===== src/rtl/iter_fill_seq.sv =====
// Fill sequencer: after a start pulse, writes one constant word to each index 0..MAX_VALUE
// over a valid/ready master port. Ends with a one-cycle done pulse unless the sequence is aborted.
module iter_fill_seq #(
  parameter  int MAX_VALUE  = 15,
  parameter  int DATA_WIDTH = 16,
  localparam int ADDR_WIDTH = $clog2(MAX_VALUE + 1)
) (
  input  logic                  clk,
  input  logic                  reset,
  input  logic                  start,
  input  logic                  abort,
  input  logic [DATA_WIDTH-1:0] fill_data,
  output logic                  busy,
  output logic                  m_valid,
  input  logic                  m_ready,
  output logic [ADDR_WIDTH-1:0] m_addr,
  output logic [DATA_WIDTH-1:0] m_data,
  output logic                  done
);

  typedef enum logic [1:0] {
    IDLE = 2'd0,
    RUN  = 2'd1,
    DONE = 2'd2
  } state_t;

  localparam logic [ADDR_WIDTH-1:0] LAST_IDX = ADDR_WIDTH'(MAX_VALUE);

  state_t                  state_q, state_d;
  logic [ADDR_WIDTH-1:0]   idx_q,   idx_d;
  logic [DATA_WIDTH-1:0]   data_q,  data_d;
  logic                    valid_q, valid_d;
  logic                    busy_q,  busy_d;
  logic                    done_q,  done_d;
  logic                    accept;
  logic                    at_last;

  assign accept  = valid_q && m_ready;
  assign at_last = (idx_q == LAST_IDX);

  always_ff @(posedge clk or posedge reset) begin
    if (reset) begin
      state_q <= IDLE;
      idx_q   <= '0;
      data_q  <= '0;
      valid_q <= 1'b0;
      busy_q  <= 1'b0;
      done_q  <= 1'b0;
    end else begin
      state_q <= state_d;
      idx_q   <= idx_d;
      data_q  <= data_d;
      valid_q <= valid_d;
      busy_q  <= busy_d;
      done_q  <= done_d;
    end
  end

  always_comb begin
    state_d = state_q;
    idx_d   = idx_q;
    data_d  = data_q;
    valid_d = valid_q;
    busy_d  = busy_q;
    done_d  = 1'b0;
    unique case (state_q)
      IDLE: begin
        if (start) begin
          state_d = RUN;
          idx_d   = '0;
          data_d  = fill_data;
          valid_d = 1'b1;
          busy_d  = 1'b1;
        end
      end
      RUN: begin
        // Abort wins over end-of-sequence; a beat accepted alongside it still counts.
        if (abort) begin
          state_d = IDLE;
          idx_d   = '0;
          valid_d = 1'b0;
          busy_d  = 1'b0;
        end else if (accept) begin
          if (at_last) begin
            state_d = DONE;
            valid_d = 1'b0;
            done_d  = 1'b1;
          end else begin
            idx_d = idx_q + ADDR_WIDTH'(1);
          end
        end
      end
      DONE: begin
        state_d = IDLE;
        idx_d   = '0;
        busy_d  = 1'b0;
      end
      default: begin
        state_d = IDLE;
        idx_d   = '0;
        valid_d = 1'b0;
        busy_d  = 1'b0;
      end
    endcase
  end

  assign busy    = busy_q;
  assign m_valid = valid_q;
  assign m_addr  = idx_q;
  assign m_data  = data_q;
  assign done    = done_q;

endmodule


===== config.mk =====
export PLATFORM = sky130hd
export DESIGN_NAME = iter_fill_seq
export DESIGN_NICKNAME = d
export VERILOG_FILES = /design/src/rtl/iter_fill_seq.sv
export SDC_FILE = /design/constraint.sdc
export NUM_CORES = 1
export LEC_CHECK = 0
export CAP_MARGIN = 25
export CORE_MARGIN = 3
export CORE_UTILIZATION = 30
export CTS_BUF_LIST = sky130_fd_sc_hd__clkbuf_4 sky130_fd_sc_hd__clkbuf_8
export DETAILED_ROUTE_END_ITERATION = 16
export GPL_TIMING_DRIVEN = 0
export PLACE_DENSITY_LB_ADDON = 0.3
export SYNTH_ARGS = -nofsm -noshare
export SYNTH_HDL_FRONTEND = slang
export SYNTH_SLANG_ARGS = --single-unit

===== constraint.sdc =====
create_clock -name clk -period 1.7 [get_ports clk]
set_clock_uncertainty 0.05 [all_clocks]
set_input_delay 0.34 -clock clk [delete_from_list [all_inputs] [get_ports clk]]
set_output_delay 0.34 -clock clk [all_outputs]
set_load 0.1 [all_outputs]

==> impl_metrics.json, run 1 <==
{
  "wl_um": 2300,
  "grt_use_met2_pct": 21.3,
  "grtUsageTotal_pct": 11.8,
  "synth_edf_count": 0,
  "critPathSlowestCell": "clkdlybuf4s15_2",
  "start_util_pct": 33.0,
  "fin_nets": 149,
  "drtIter0Drc": 15,
  "maxCapViolations": 0,
  "io_pins": 44,
  "grt_pass1_wl_um": 3870,
  "syn_nets": 101,
  "synth_seq_cells": 25,
  "final_antenna_net_count": 0,
  "vias": 789,
  "worst_pin_slew_ns": 0.937,
  "insertion_delay_ns": 0.32,
  "synth_area_um2": 1050,
  "postLayoutCoreUtil_pct": 49.1,
  "min_period_over_period_pct": 96.6,
  "p_per_area_nw_per_um2": 1480,
  "gp_congestion": 0.855,
  "grt_use_met3_pct": 2.60,
  "met1_usage_pct": 13.3,
  "syn2layout_area_growth_pct": 48.9,
  "setup_viol": 0,
  "timing.final.ws_setup_ns": 0.0575,
  "finalHoldViolCount": 0,
  "synth_cells": 79,
  "die_w_um": 65.1,
  "worstPathRequired_ns": 1.31,
  "grt_pass1_vias": 829,
  "vias_per_cell": 4.64,
  "grt_max_degree": 26,
  "pre_cts_ws_ns": -0.245,
  "wl_per_cell_um": 13.5,
  "postCtsSetupRepairBufs": 0,
  "r2r-start": "state_q[0]$_DFFE_PP0P_",
  "path_delay_family": "buffers and inverters",
  "cp-end-kind": "primary output",
  "muxShareOfSynthArea_pct": 17.2,
  "io_buffers": 43,
  "rows": 20,
  "ctsRootBufferMaster": "clkbuf_4",
  "core_area_um2": 3180,
  "regToRegSetupSlack_ns": 0.17,
  "dr.pass1.iters": 4,
  "critPathLaunchType": "flip-flop",
  "critPathMaxFanout": 2,
  "clk_pin_slew_ns": 0.15,
  "ctsHtreeMaxLevel": 1,
  "path_buf_inv": 1,
  "run_status": "complete, no violations",
  "multi_input_area_um2": 390,
  "seq_area_um2": 634,
  "p_clk_share_pct": 12.0,
  "grt.busiest_layer": "met2",
  "max-slew-margin-rel_pct": 37.5,
  "synth_top_area_share_pct": 59.7,
  "worst_hold_path_type": "flip-flop to flip-flop",
  "die_area_um2": 4240,
  "cts_buffer_depth": 2,
  "diodes": 0,
  "cpPeakStageDelay_ns": 0.56,
  "fill_cells": 312,
  "worstPathArrival_ns": 1.25,
  "finalNonFillerCells": 170,
  "grt_overflow": 0,
  "antenna_found_initial": 0,
  "cts_tree": "done",
  "synth_area_leader_cell": "dfrtp_1",
  "place_inst": 166,
  "pwr-share-comb_pct": 54.0,
  "leakagePower_nw": 0.655,
  "ys.flop_type": "dfrtp_1",
  "drive_above_1_share_pct": 41.3,
  "synth_xor_area_share_pct": 0,
  "p_sw_share_pct": 53.0,
  "p_int_mw": 1.08,
  "rsz0062_at_grt": "no",
  "synthDistinctLibCells": 25,
  "clock-sinks": 25,
  "finalMaxSlewViolations": 0,
  "yosysSeqAreaShare_pct": 59.7,
  "synth_top_family_by_area": "multiplexers",
  "dp_hpwl_um": 1720,
  "async_flop_share_pct": 100,
  "mostFrequentLayoutCells": "20 x dfrtp_1, 20 x clkdlybuf4s50_1, 16 x mux2_2, 14 x clkdlybuf4s15_2, 7 x buf_2",
  "vdd_drop_max_uv": 747,
  "yosys.area_share.simple_pct": 11.2,
  "chipHeight_um": 65.1,
  "fmax_ghz": 0.609,
  "yosys-top-cells-area": "dfrtp_1 60%, mux2_2 17%, a31oi_1 1.8%",
  "drc_errors": 0,
  "syn-mean-instance-area_um2": 13.3,
  "ys_warn_count": 0,
  "seqPwrFrac_pct": 34.0,
  "crit_path_start": "m_data[2]$_DFFE_PP0P_",
  "min_period_ns": 1.64,
  "synth_compound_area_share_pct": 7.65,
  "numCtsBuffers": 3,
  "min-delay-start": "state_q[1]$_DFFE_PP0P_",
  "crit_type": "flip-flop to primary output",
  "cp_cell_sequence": "clkdlybuf4s15_2",
  "switching_power_mw": 1.22,
  "yosys.area_share.adder_pct": 1.19
}
-- stage by stage --
stage | TNS, ns | total power [mW] | hold slack (ns) | area [um^2]
2_1_floorplan | 0 | 1.77 | 0.317 | 1060
3_3_place_gp | -5.87 | 2.08 | 0.422 | 1540
3_5_place_dp | -6.32 | 2.10 | 0.428 | 1540
4_1_cts | 0 | 2.33 | 0.445 | 1570
5_1_grt | 0 | 2.40 | 0.483 | 1560
6_report | 0 | 2.30 | 0.442 | 1560
-- sequential cells by signal, summed over array words and instances (netlist names) --
name     cells
state_q      2
done         1
m_data      16
m_addr       4
m_valid      1
busy         1
-- power by group through the flow --
stage | logic, mW | registers (mW) | clock network (mW)
floorplan | 0.175 | 1.59 | 0
detailed placement | 1.30 | 0.799 | 0
CTS | 1.26 | 0.786 | 0.287
global placement | 1.29 | 0.791 | 0
finish | 1.24 | 0.783 | 0.275
global route | 1.28 | 0.800 | 0.314
-- logic make-up after synthesis --
logic type	after synthesis
mux	16
buf+inv	5
compound gates	13
simple gates	19
flops	25
fa+ha+maj	1
-- routing by layer --
layer / wire [um] / share of wire [%]
met5: 0 / 0
met4: 42 / 1.8
met3: 100 / 4.4
met2: 1210 / 53
met1: 944 / 41
-- Yosys cell counts, types with 2 or more instances --
library cell  count
dfrtp_1          25
nand2_1           2
nand4_1           2
nand3_1           2
a31oi_1           3
nor2_1            2
nor3b_1           2
and3_1            3
a21oi_1           3
mux2_2           16
o21ai_0           3
o211ai_1          2
inv_1             2
-- worst reg2reg max path, delay by kind of cell, from the launching register on --
family	cells	cell delay [ns]
muxes	1	0.34
buffers and inverters	2	0.37
and+or+nand+nor	1	0.20
DFF	1	0.46
-- path summary, 6_finish.rpt --
check,endpoint,cells after the start
worst max register to register,m_data[15]$_DFFE_PP0P_,4
worst min register to register,busy$_DFFE_PP0P_,1
worst max-delay path,m_data[2],1
worst min-delay path,busy$_DFFE_PP0P_,1
min in group asynchronous,done$_DFF_PP0_,2
max in group asynchronous,m_addr[1]$_DFFE_PP0P_,2
-- layout make-up --
cell class              count  share of cell area [%]
plain buffers               3                    1.52
clock buffers               3                    1.44
clock inverters             1                   0.482
inverters                   2                   0.482
multi-input cells          49                    25.0
flip-flops and latches     25                    40.7
well taps                  44                    3.53
repair buffers             43                    26.8
-- timing repair --
action                                  in CTS  in global routing
gates cloned                                 0                  0
hold buffers                                 0                  0
gates resized for setup                     79                  5
endpoints found under the setup margin      23                  4
pin swaps                                    0                  0
(Power assumes the default switching activity.)
==> inputs of run 2 (changes only) <==
--- a/config.mk
+++ b/config.mk
@@ -6,12 +6,14 @@
 export NUM_CORES = 1
 export LEC_CHECK = 0
 export CAP_MARGIN = 25
+export CORE_ASPECT_RATIO = 2
 export CORE_MARGIN = 3
 export CORE_UTILIZATION = 30
 export CTS_BUF_LIST = sky130_fd_sc_hd__clkbuf_4 sky130_fd_sc_hd__clkbuf_8
 export DETAILED_ROUTE_END_ITERATION = 16
 export GPL_TIMING_DRIVEN = 0
 export PLACE_DENSITY_LB_ADDON = 0.3
+export SLEW_MARGIN = 20
 export SYNTH_ARGS = -nofsm -noshare
 export SYNTH_HDL_FRONTEND = slang
 export SYNTH_SLANG_ARGS = --single-unit
==> run 2 against run 1 <==
Clock power grew 23%. First-iteration DRC count grew 47%. Utilization grew 0.37 points. Global-route usage grew 0.64 points. Hold slack lost 0.12 ns. Combinational power is essentially flat. Die area grew 1.0%. Sequential cell count is the same.
==> impl_metrics.json, run 2 (same netlist as run 1, synthesis figures left out) <==
{
  "max-slew-margin-rel_pct": 63.0,
  "r2r_cells": 4,
  "finalHoldViolCount": 0,
  "mostFrequentLayoutCells": "22 x clkdlybuf4s15_2, 20 x dfrtp_1, 20 x clkdlybuf4s50_1, 16 x mux2_2, 4 x dfrtp_2",
  "insertion_delay_ns": 0.26,
  "crit_path_start": "m_addr[1]$_DFFE_PP0P_",
  "clk_pin_slew_ns": 0.09,
  "dr.pass1.iters": 4,
  "critPathMaxFanout": 5,
  "dp_hpwl_um": 1790,
  "hold_buffers": 0,
  "p_per_area_nw_per_um2": 1480,
  "grt_pass1_wl_um": 3860,
  "diodes": 0,
  "rsz0062_at_grt": "no",
  "postCtsSetupRepairBufs": 0,
  "timing.rr.end": "m_data[6]$_DFFE_PP0P_",
  "worst_pin_slew_ns": 0.557,
  "run_status": "complete, no violations",
  "crit_end": "m_addr[1]",
  "finalMaxSlewViolations": 0,
  "numCtsBuffers": 3,
  "wl_per_cell_um": 14.7,
  "vdd_drop_max_uv": 755,
  "grt_max_degree": 26,
  "io_buffers": 43,
  "regToRegSetupSlack_ns": 0.19,
  "fmax_ghz": 0.604,
  "cpPeakStageDelay_ns": 0.51,
  "vias_per_cell": 5.23,
  "worstPathArrival_ns": 1.26,
  "ctsResizeCount": 69,
  "largest_register_ffs": 16,
  "cts_tree": "done",
  "final_common_cell": "clkdlybuf4s15_2",
  "antenna_found_initial": 0,
  "critPathSlowestCell": "dfrtp_4",
  "cts_buffer_depth": 2,
  "cp_cell_sequence": "clkdlybuf4s18_2",
  "fill_cells": 295,
  "drive_above_1_share_pct": 41.7,
  "grt_overflow": 0,
  "fin_nets": 150,
  "path_delay_family": "flip-flops",
  "core_area_um2": 3270,
  "grt_pass1_vias": 861,
  "min_period_over_period_pct": 97.3,
  "final_antenna_net_count": 0,
  "critPathLaunchType": "flip-flop",
  "clock-sinks": 25,
  "vias": 826,
  "start_util_pct": 32.1,
  "tns_ns": 0,
  "chipHeight_um": 89.6,
  "syn2layout_area_growth_pct": 54.1,
  "rows": 29,
  "worstPathRequired_ns": 1.31,
  "worst_hold_path_type": "primary input to asynchronous set/reset pin",
  "die_w_um": 47.8,
  "drtIter0Drc": 22,
  "io_pins": 44,
  "ctsHtreeMaxLevel": 1,
  "gp_congestion": 0.818,
  "power_mw": 2.38,
  "cp-end-kind": "primary output",
  "crit_type": "flip-flop to primary output",
  "grtUsageTotal_pct": 12.4,
  "leakagePower_nw": 0.668,
  "r2r-start": "state_q[0]$_DFFE_PP0P_",
  "setup_viol": 0,
  "path_buf_inv": 1,
  "wl_um": 2330,
  "worstSetupPathDepth": 1,
  "maxCapViolations": 0,
  "ctsRootBufferMaster": "clkbuf_8",
  "drc_errors": 0,
  "die_area_um2": 4280,
  "min_period_ns": 1.65
}
-- run 2: worst min path at each step --
stage	from	end	slack [ns]	depth (start not counted)
finish	reset	done$_DFF_PP0_	0.33	2
detailed placement	state_q[1]$_DFFE_PP0P_	busy$_DFFE_PP0P_	0.43	1
global placement	state_q[1]$_DFFE_PP0P_	busy$_DFFE_PP0P_	0.42	1
CTS	state_q[1]$_DFFE_PP0P_	busy$_DFFE_PP0P_	0.45	1
floorplan	reset	busy$_DFFE_PP0P_	0.32	1
global route	reset	done$_DFF_PP0_	0.35	2
-- run 2: per-layer routing --
metal	track usage, %	share of wire, %	up-vias
met5	0	0	-
met4	5.15	1.2	0
met3	2.22	4.3	2
met2	21.0	58	28
met1	14.8	37	418
li1	-	-	378
-- run 2: area by class of cell --
type	count	area, um^2	area share (%)
Clock buffer	3	41.3	2.56
Multi-Input combinational cell	49	390	24.2
Buffer	3	23.8	1.47
Inverter	2	7.51	0.465
Sequential cell	25	634	39.3
Tap cell	31	38.8	2.40
Timing Repair Buffer	44	473	29.3
Clock inverter	1	5.00	0.310
-- run 2: metrics by stage --
stage,worst slack [ns],hold slack (ns),cell area [um^2],utilization [%],cells
after global placement,-0.243,0.422,1530,46.7,153
after floorplan,0.00487,0.317,1060,-,79
after CTS,0.0270,0.448,1600,49.0,157
after detailed placement,-0.251,0.433,1530,46.7,153
after global routing,0.0135,0.354,1610,49.4,158
final,0.0455,0.325,1610,49.4,158
-- run 2: where the power goes --
part	switching, mW	internal, mW
clock	0.176	0.163
sequential	0.0735	0.710
combinational	0.960	0.300
==> inputs of run 3 (changes only) <==
--- a/config.mk
+++ b/config.mk
@@ -12,8 +12,9 @@
 export CTS_BUF_LIST = sky130_fd_sc_hd__clkbuf_4 sky130_fd_sc_hd__clkbuf_8
 export DETAILED_ROUTE_END_ITERATION = 16
 export GPL_TIMING_DRIVEN = 0
+export HOLD_SLACK_MARGIN = 0.03
 export PLACE_DENSITY_LB_ADDON = 0.3
-export SLEW_MARGIN = 20
+export SLEW_MARGIN = 10
 export SYNTH_ARGS = -nofsm -noshare
 export SYNTH_HDL_FRONTEND = slang
 export SYNTH_SLANG_ARGS = --single-unit
==> results of run 3 <==
Same layout as run 2: the final DEF is identical, and so are final timing and power.
